**src/rtl/seq_pkg.sv**
```systemverilog
// seq_pkg: shared definitions for the serial pattern detector run-controller.
//   State encoding constants, default parameter widths and a small state helper.
package seq_pkg;

    localparam int unsigned STATE_W   = 3;
    localparam int unsigned PAT_W_DEF = 4;
    localparam int unsigned CNT_W_DEF = 3;
    localparam int unsigned TMO_W_DEF = 8;

    localparam logic [2:0] IDLE   = 3'd0;
    localparam logic [2:0] ARMED  = 3'd1;
    localparam logic [2:0] HUNT   = 3'd2;
    localparam logic [2:0] REPORT = 3'd3;
    localparam logic [2:0] DONE   = 3'd4;

    // States in which a run is in progress
    function automatic logic is_busy(input logic [STATE_W-1:0] st);
        return (st == HUNT) || (st == REPORT);
    endfunction

endpackage

```
**src/rtl/seq_shift_match.sv**
```systemverilog
// seq_shift_match: serial shift register, fill counter and pattern comparator.
//   clk      in   clock, rising edge
//   rst      in   asynchronous active-high reset
//   clear    in   synchronous clear of shift register and fill count
//   shift    in   accept bit_in this cycle
//   bit_in   in   serial data bit
//   pattern  in   PAT_W-bit pattern, first-received bit is MSB
//   match_c  out  combinational: the bit being shifted in completes a match
module seq_shift_match
    import seq_pkg::*;
#(
    parameter int unsigned PAT_W = PAT_W_DEF
)
(
    input  logic             clk,
    input  logic             rst,
    input  logic             clear,
    input  logic             shift,
    input  logic             bit_in,
    input  logic [PAT_W-1:0] pattern,
    output logic             match_c
);

    localparam int unsigned       FILL_W   = $clog2(PAT_W + 1);
    localparam logic [FILL_W-1:0] FILL_MAX = FILL_W'(PAT_W);

    logic [PAT_W-1:0]  shreg;
    logic [PAT_W-1:0]  shreg_nxt;
    logic [FILL_W-1:0] fill;
    logic [FILL_W-1:0] fill_nxt;

    // Match is judged on the window that includes the bit being accepted
    always_comb begin
        shreg_nxt = {shreg[PAT_W-2:0], bit_in};
        fill_nxt  = (fill == FILL_MAX) ? fill : fill + FILL_W'(1);
        match_c   = shift && (fill_nxt == FILL_MAX) && (shreg_nxt == pattern);
    end

    always_ff @(posedge clk or posedge rst) begin
        if (rst) begin
            shreg <= '0;
            fill  <= '0;
        end else if (clear) begin
            shreg <= '0;
            fill  <= '0;
        end else if (shift) begin
            shreg <= shreg_nxt;
            fill  <= fill_nxt;
        end
    end

endmodule

```
**src/rtl/seq_det_ctrl.sv**
```systemverilog
// seq_det_ctrl: run-controller for the serial pattern detector.
//   Latches pattern/limit/timeout on the config handshake, hunts the bit stream for
//   (overlapping) matches and reports each one as an event over valid/ready.
//   clk, rst                 clock, asynchronous active-high reset
//   cfg_valid/cfg_ready      config handshake (ready only in IDLE)
//   cfg_pattern/limit/timeout  run configuration (limit/timeout 0 = disabled)
//   start, abort             ARMED->HUNT pulse; return to IDLE from anywhere
//   bit_valid/bit_ready/bit_in  serial bit stream
//   evt_valid/evt_ready/evt_count  match event port, 1-based match index
//   busy, done, timed_out    run status (done is a pulse, timed_out is sticky)
module seq_det_ctrl
    import seq_pkg::*;
#(
    parameter int unsigned PAT_W = PAT_W_DEF,
    parameter int unsigned CNT_W = CNT_W_DEF,
    parameter int unsigned TMO_W = TMO_W_DEF
)
(
    input  logic             clk,
    input  logic             rst,
    input  logic             cfg_valid,
    output logic             cfg_ready,
    input  logic [PAT_W-1:0] cfg_pattern,
    input  logic [CNT_W-1:0] cfg_limit,
    input  logic [TMO_W-1:0] cfg_timeout,
    input  logic             start,
    input  logic             abort,
    input  logic             bit_valid,
    output logic             bit_ready,
    input  logic             bit_in,
    output logic             evt_valid,
    input  logic             evt_ready,
    output logic [CNT_W-1:0] evt_count,
    output logic             busy,
    output logic             done,
    output logic             timed_out
);

    logic [STATE_W-1:0] state;
    logic [STATE_W-1:0] state_nxt;
    logic [PAT_W-1:0]   pattern_q;
    logic [PAT_W-1:0]   pattern_nxt;
    logic [CNT_W-1:0]   limit_q;
    logic [CNT_W-1:0]   limit_nxt;
    logic [TMO_W-1:0]   timeout_q;
    logic [TMO_W-1:0]   timeout_nxt;
    logic [CNT_W-1:0]   match_cnt;
    logic [CNT_W-1:0]   match_cnt_nxt;
    logic [TMO_W-1:0]   idle_cnt;
    logic [TMO_W-1:0]   idle_cnt_nxt;
    logic [CNT_W-1:0]   evt_count_nxt;
    logic               timed_out_nxt;
    logic               shift_c;
    logic               clear_c;
    logic               match_c;

    // bit_ready is only high in HUNT, so the handshake alone qualifies the shift
    assign shift_c = bit_valid && bit_ready && !abort && (state == HUNT);

    seq_shift_match #(
        .PAT_W (PAT_W)
    ) u_match (
        .clk     (clk),
        .rst     (rst),
        .clear   (clear_c),
        .shift   (shift_c),
        .bit_in  (bit_in),
        .pattern (pattern_q),
        .match_c (match_c)
    );

    // Next-state, counter and config-latch logic
    always_comb begin
        state_nxt     = state;
        pattern_nxt   = pattern_q;
        limit_nxt     = limit_q;
        timeout_nxt   = timeout_q;
        match_cnt_nxt = match_cnt;
        idle_cnt_nxt  = idle_cnt;
        evt_count_nxt = evt_count;
        timed_out_nxt = timed_out;
        clear_c       = 1'b0;

        if (abort) begin
            state_nxt     = IDLE;
            clear_c       = 1'b1;
            match_cnt_nxt = '0;
            idle_cnt_nxt  = '0;
        end else begin
            case (state)
                IDLE: begin
                    if (cfg_valid && cfg_ready) begin
                        pattern_nxt   = cfg_pattern;
                        limit_nxt     = cfg_limit;
                        timeout_nxt   = cfg_timeout;
                        timed_out_nxt = 1'b0;
                        state_nxt     = ARMED;
                    end
                end
                ARMED: begin
                    if (start) begin
                        clear_c       = 1'b1;
                        match_cnt_nxt = '0;
                        idle_cnt_nxt  = '0;
                        state_nxt     = HUNT;
                    end
                end
                HUNT: begin
                    if (shift_c) begin
                        if (match_c) begin
                            match_cnt_nxt = match_cnt + CNT_W'(1);
                            evt_count_nxt = match_cnt_nxt;
                            idle_cnt_nxt  = '0;
                            state_nxt     = REPORT;
                        end else begin
                            idle_cnt_nxt = idle_cnt + TMO_W'(1);
                            if ((timeout_q != '0) && (idle_cnt_nxt == timeout_q)) begin
                                timed_out_nxt = 1'b1;
                                state_nxt     = DONE;
                            end
                        end
                    end
                end
                REPORT: begin
                    if (evt_valid && evt_ready) begin
                        if ((limit_q != '0) && (match_cnt == limit_q)) begin
                            state_nxt = DONE;
                        end else begin
                            state_nxt = HUNT;
                        end
                    end
                end
                DONE: begin
                    state_nxt = IDLE;
                end
                default: begin
                    state_nxt = IDLE;
                end
            endcase
        end
    end

    // State, datapath and registered outputs (outputs decoded from next state)
    always_ff @(posedge clk or posedge rst) begin
        if (rst) begin
            state     <= IDLE;
            pattern_q <= '0;
            limit_q   <= '0;
            timeout_q <= '0;
            match_cnt <= '0;
            idle_cnt  <= '0;
            evt_count <= '0;
            timed_out <= 1'b0;
            cfg_ready <= 1'b1;
            bit_ready <= 1'b0;
            evt_valid <= 1'b0;
            busy      <= 1'b0;
            done      <= 1'b0;
        end else begin
            state     <= state_nxt;
            pattern_q <= pattern_nxt;
            limit_q   <= limit_nxt;
            timeout_q <= timeout_nxt;
            match_cnt <= match_cnt_nxt;
            idle_cnt  <= idle_cnt_nxt;
            evt_count <= evt_count_nxt;
            timed_out <= timed_out_nxt;
            cfg_ready <= (state_nxt == IDLE);
            bit_ready <= (state_nxt == HUNT);
            evt_valid <= (state_nxt == REPORT);
            busy      <= is_busy(state_nxt);
            // DONE lasts exactly one cycle, so this is a pulse
            done      <= (state_nxt == DONE);
        end
    end

endmodule
```
**config.mk**
```make
export PLATFORM = sky130hd
export DESIGN_NAME = seq_det_ctrl
export DESIGN_NICKNAME = d
export VERILOG_FILES = /design/src/rtl/seq_pkg.sv /design/src/rtl/seq_shift_match.sv /design/src/rtl/seq_det_ctrl.sv
export SDC_FILE = /design/constraint.sdc
export NUM_CORES = 1
export LEC_CHECK = 0
export ABC_AREA = 1
export CAP_MARGIN = 20
export CORE_UTILIZATION = 58
export CTS_BUF_LIST = sky130_fd_sc_hd__clkbuf_16
export DETAILED_ROUTE_END_ITERATION = 8
export PLACE_DENSITY = 0.83
export SETUP_SLACK_MARGIN = 0.05
export SLEW_MARGIN = 20
export SYNTH_ARGS = -nofsm -noshare
export SYNTH_HDL_FRONTEND = slang
export SYNTH_HIERARCHICAL = 1
export SYNTH_SLANG_ARGS = --single-unit
```
**constraint.sdc**
```tcl
create_clock -name clk -period 5.3 [get_ports clk]
set_input_delay 0.53 -clock clk [delete_from_list [all_inputs] [get_ports clk]]
set_output_delay 0.53 -clock clk [all_outputs]
set_load 0.01 [all_outputs]
```
==> impl_metrics.env <==
export IMPL_vias_per_cell=5.077
export IMPL_avgSynthCellArea_um2=7.793
export IMPL_fin_tns_setup_ps=0
export IMPL_max_slew_margin_pct=38.22
export IMPL_ios=32
export IMPL_num_vias=1924
export IMPL_grt_pass1_vias=1973
export IMPL_syn_num_nets=320
export IMPL_worstPathArrival_ps=2750
export IMPL_syn_to_final_growth_pct=22.19
export IMPL_grt_usage_pct=27.02
export IMPL_rr_worst_depth=16
export IMPL_critPathLaunch="abort"
export IMPL_worstPathBufferInverterCount=5
export IMPL_ys_ff_latch=44
export IMPL_rows=22
export IMPL_antenna_found_initial=0
export IMPL_final_setup_worst_slack_ps=2717
export IMPL_synth_cell_type_count=28
export IMPL_synth_top_area_share_pct=47.12
export IMPL_core_um2=3716
export IMPL_fin_crit_sh_pct=48.74
export IMPL_grt_remaining_overflow=0
export IMPL_cts_buffers=5
export IMPL_dp_hpwl_mm=3.658
export IMPL_fin_crit_ps=2583
export IMPL_cts_path_max_buffers=2
export IMPL_setup_viol=0
export IMPL_path_cells="clkdlybuf4s50_1 > nor2_1 > nand2_1 > inv_1 > inv_2 > nor2_2 > nand2_1 > nor2_2 > nand3_1 > nor2_1 > inv_1 > nor2_1 > a211oi_1 > nor2_1 > inv_1 > nand2_2 > nor2_1"
export IMPL_cts_resized_gates=0
export IMPL_synth_top_family_by_area="simple AND/OR/NAND/NOR gates"
export IMPL_clk_pin_slew_worst_paths_ps=60
export IMPL_diodes=0
export IMPL_nNetsFinal=357
export IMPL_synthCells=293
export IMPL_initial_core_util_pct=61.45
export IMPL_grt_max_degree=39
export IMPL_vdd_ir_drop_max_mv=0.2149
export IMPL_path_max_fanout=6
export IMPL_critPathLaunchType="primary input"
export IMPL_synth_fa_ha_area_share_pct=2.192
export IMPL_yosysSeqAreaShare_pct=48.27
export IMPL_synth_area_top_cells="dfrtp_1 (47%), nand2_1 (14%), inv_1 (7.4%), o21ai_0 (3.9%), nor2_1 (3.9%)"
export IMPL_yosys_warnings=6
export IMPL_wl_per_cell_um=12.93
export IMPL_cts_sinks=44
export IMPL_synth_mux_area_fraction_pct=0
export IMPL_synth_xor_area_share_pct=2.904
export IMPL_h_tree_depth=2
export IMPL_path_depth=17
export IMPL_place_area_um2=2654
export IMPL_cts_root_buf="clkbuf_16"
export IMPL_rsz0062_at_grt="false"
export IMPL_die_area_um2=4192
export IMPL_grt_pass1_wl_mm=8.576
export IMPL_antenna_left=0
export IMPL_hold_path_class="primary input to async pin"
export IMPL_finalInstanceArea_um2=2790
export IMPL_netlist_area_um2=2283
export IMPL_drt_wl_total_mm=4.899
export IMPL_critPathMostFrequentCell="nor2_1"
export IMPL_hold_viol=0
export IMPL_rr_endpoint="done$_DFF_PP0_"
export IMPL_outcome="completed"
export IMPL_dp_slack_ps=2473
export IMPL_power_density_cell_area_nw_per_um2=328.0
export IMPL_crit_type="primary input to register"
export IMPL_slowest_delay_ps=520
export IMPL_dieWidth_um=64.75
export IMPL_p_leak_nw=1.366
export IMPL_required_ps=5470
export IMPL_drive_gt1_share_pct=7.855
export IMPL_drv_slew=0
export IMPL_cts_tree="done"
export IMPL_postCtsSetupBuffers=0
export IMPL_firstDrtPassIters=4
export IMPL_cts_hold_buf=0
export IMPL_drc=0
export IMPL_die_height_um=64.75
export IMPL_portBuffers=31
export IMPL_fill_cells=288
export IMPL_synth_compound_area_share_pct=9.918
export IMPL_rrSetupSlack_ps=2840
export IMPL_clk_latency_ps=280
export IMPL_skew_ps=2.516
export IMPL_critPathTopFamily="simple AND/OR/NAND/NOR gates"
export IMPL_cp_slowest_cell="clkdlybuf4s50_1"
export IMPL_synthSimpleGateAreaFrac_pct=28.33
export IMPL_fmax_mhz=387.1
export IMPL_place_gp_congestion=0.8428
export IMPL_regToRegStartpoint="state[0]$_DFF_PP0_"
export IMPL_dr_first_iter_drc_count=130
export IMPL_yosysTopAreaCell="dfrtp_1"
export IMPL_maxCapViolations=0
export IMPL_crit_path_end_kind="register"
export IMPL_worst_pin_slew_ps=925.7
[power breakdown]
group	total [mW]	switching (mW)	internal, mW
combinational	0.210	0.124	0.0860
sequential	0.422	0.0342	0.388
clock	0.283	0.114	0.169
total	0.915	0.272	0.643
[layout make-up]
class / instances / area [um2] / share of cell area (%)
Multi-Input combinational cell: 198 / 989.7 / 35.47
Clock inverter: 3 / 11.26 / 0.4036
Inverter: 49 / 183.9 / 6.592
Tap cell: 48 / 60.06 / 2.152
Sequential cell: 44 / 1102 / 39.51
Clock buffer: 5 / 125.1 / 4.484
Timing Repair Buffer: 32 / 317.8 / 11.39
[worst register-to-register path, stage by stage (launching register included)]
cell	delay (ps)
dfrtp_1	410
nor3_1	330
nand2_1	150
inv_1	130
inv_2	60
nor2_2	110
nand2_1	80
nor2_2	90
nand3_1	70
nor2_1	120
inv_1	70
nor2_1	220
a211oi_1	70
nor2_1	200
inv_1	110
nand2_2	90
nor2_1	40
[per-stage QoR]
stage                     power [mW]  instances  hold WS, ps  util, %
after floorplan               0.5675        293        321.0        -
after global placement        0.6306        371        458.9    71.41
after detailed placement      0.6351        371        465.9    71.41
after CTS                     0.9228        379        480.7    75.08
final                         0.9151        379        478.4    75.08
after global routing          0.9748        379        507.9    75.08
[routing by layer]
layer / GRT usage [%] / up-vias / share of wire [%]
li1: - / 1004 / -
met3: 5.282 / 6 / 4.5
met4: 10.56 / 0 / 1.3
met2: 46.22 / 47 / 50
met1: 33.37 / 867 / 44
met5: 0 / - / 0
[state kept, by name (all words and copies together), names as in the netlist, 3 cells and up]
signal / flops
evt_count: 3
idle_cnt: 8
limit_q: 3
match_cnt: 3
pattern_q: 4
state: 3
timeout_q: 8
u_match/fill: 3
u_match/shreg: 3
[cell usage after synthesis]
cell,n
nand2_1,88
o21ai_2,1
inv_1,45
inv_2,4
xnor2_1,4
and2_4,1
nor2_2,5
a211oi_1,3
a22oi_1,1
xor2_1,1
ha_1,4
nor3_1,1
dfrtp_1,43
dfstp_2,1
nand4_1,4
nand4_2,1
clkbuf_1,2
a21oi_1,4
xnor3_1,1
o21ai_0,18
nand2_2,4
nor2_1,24
o22ai_1,10
o21ai_1,3
nor4_1,1
nand3_1,16
nor2_4,2
nand3_2,1
[placed cells by master (no fill, tap or decap), types with 2 or more instances in the layout]
cell type,netlist,layout
o22ai_1,10,10
o21ai_1,3,3
nor2_1,24,24
nand2_1,88,88
clkbuf_16,0,5
o21ai_0,18,18
clkdlybuf4s50_1,0,31
nand3_1,16,16
a211oi_1,3,3
nand2_2,4,4
ha_1,4,4
dfrtp_1,43,43
inv_1,45,47
nand4_1,4,4
inv_2,4,4
nor2_4,2,2
a21oi_1,4,4
xnor2_1,4,4
nor2_2,5,5
[worst max path at each step]
stage	endpoint	slack, ps
2_1_floorplan	done$_DFF_PP0_	3300
3_3_place_gp	done$_DFF_PP0_	2660
3_5_place_dp	done$_DFF_PP0_	2470
4_1_cts	done$_DFF_PP0_	2760
5_1_grt	done$_DFF_PP0_	2460
6_report	done$_DFF_PP0_	2720
[logic make-up after synthesis]
kind of cell / count (synthesis)
AND/OR/NAND/NOR: 148
buffers and inverters: 51
flip-flops: 44
AO/OA/AOI/OAI: 40
XOR/XNOR: 6
adder cells (fa/ha/maj): 4
Power figures use the tool's default switching activity.
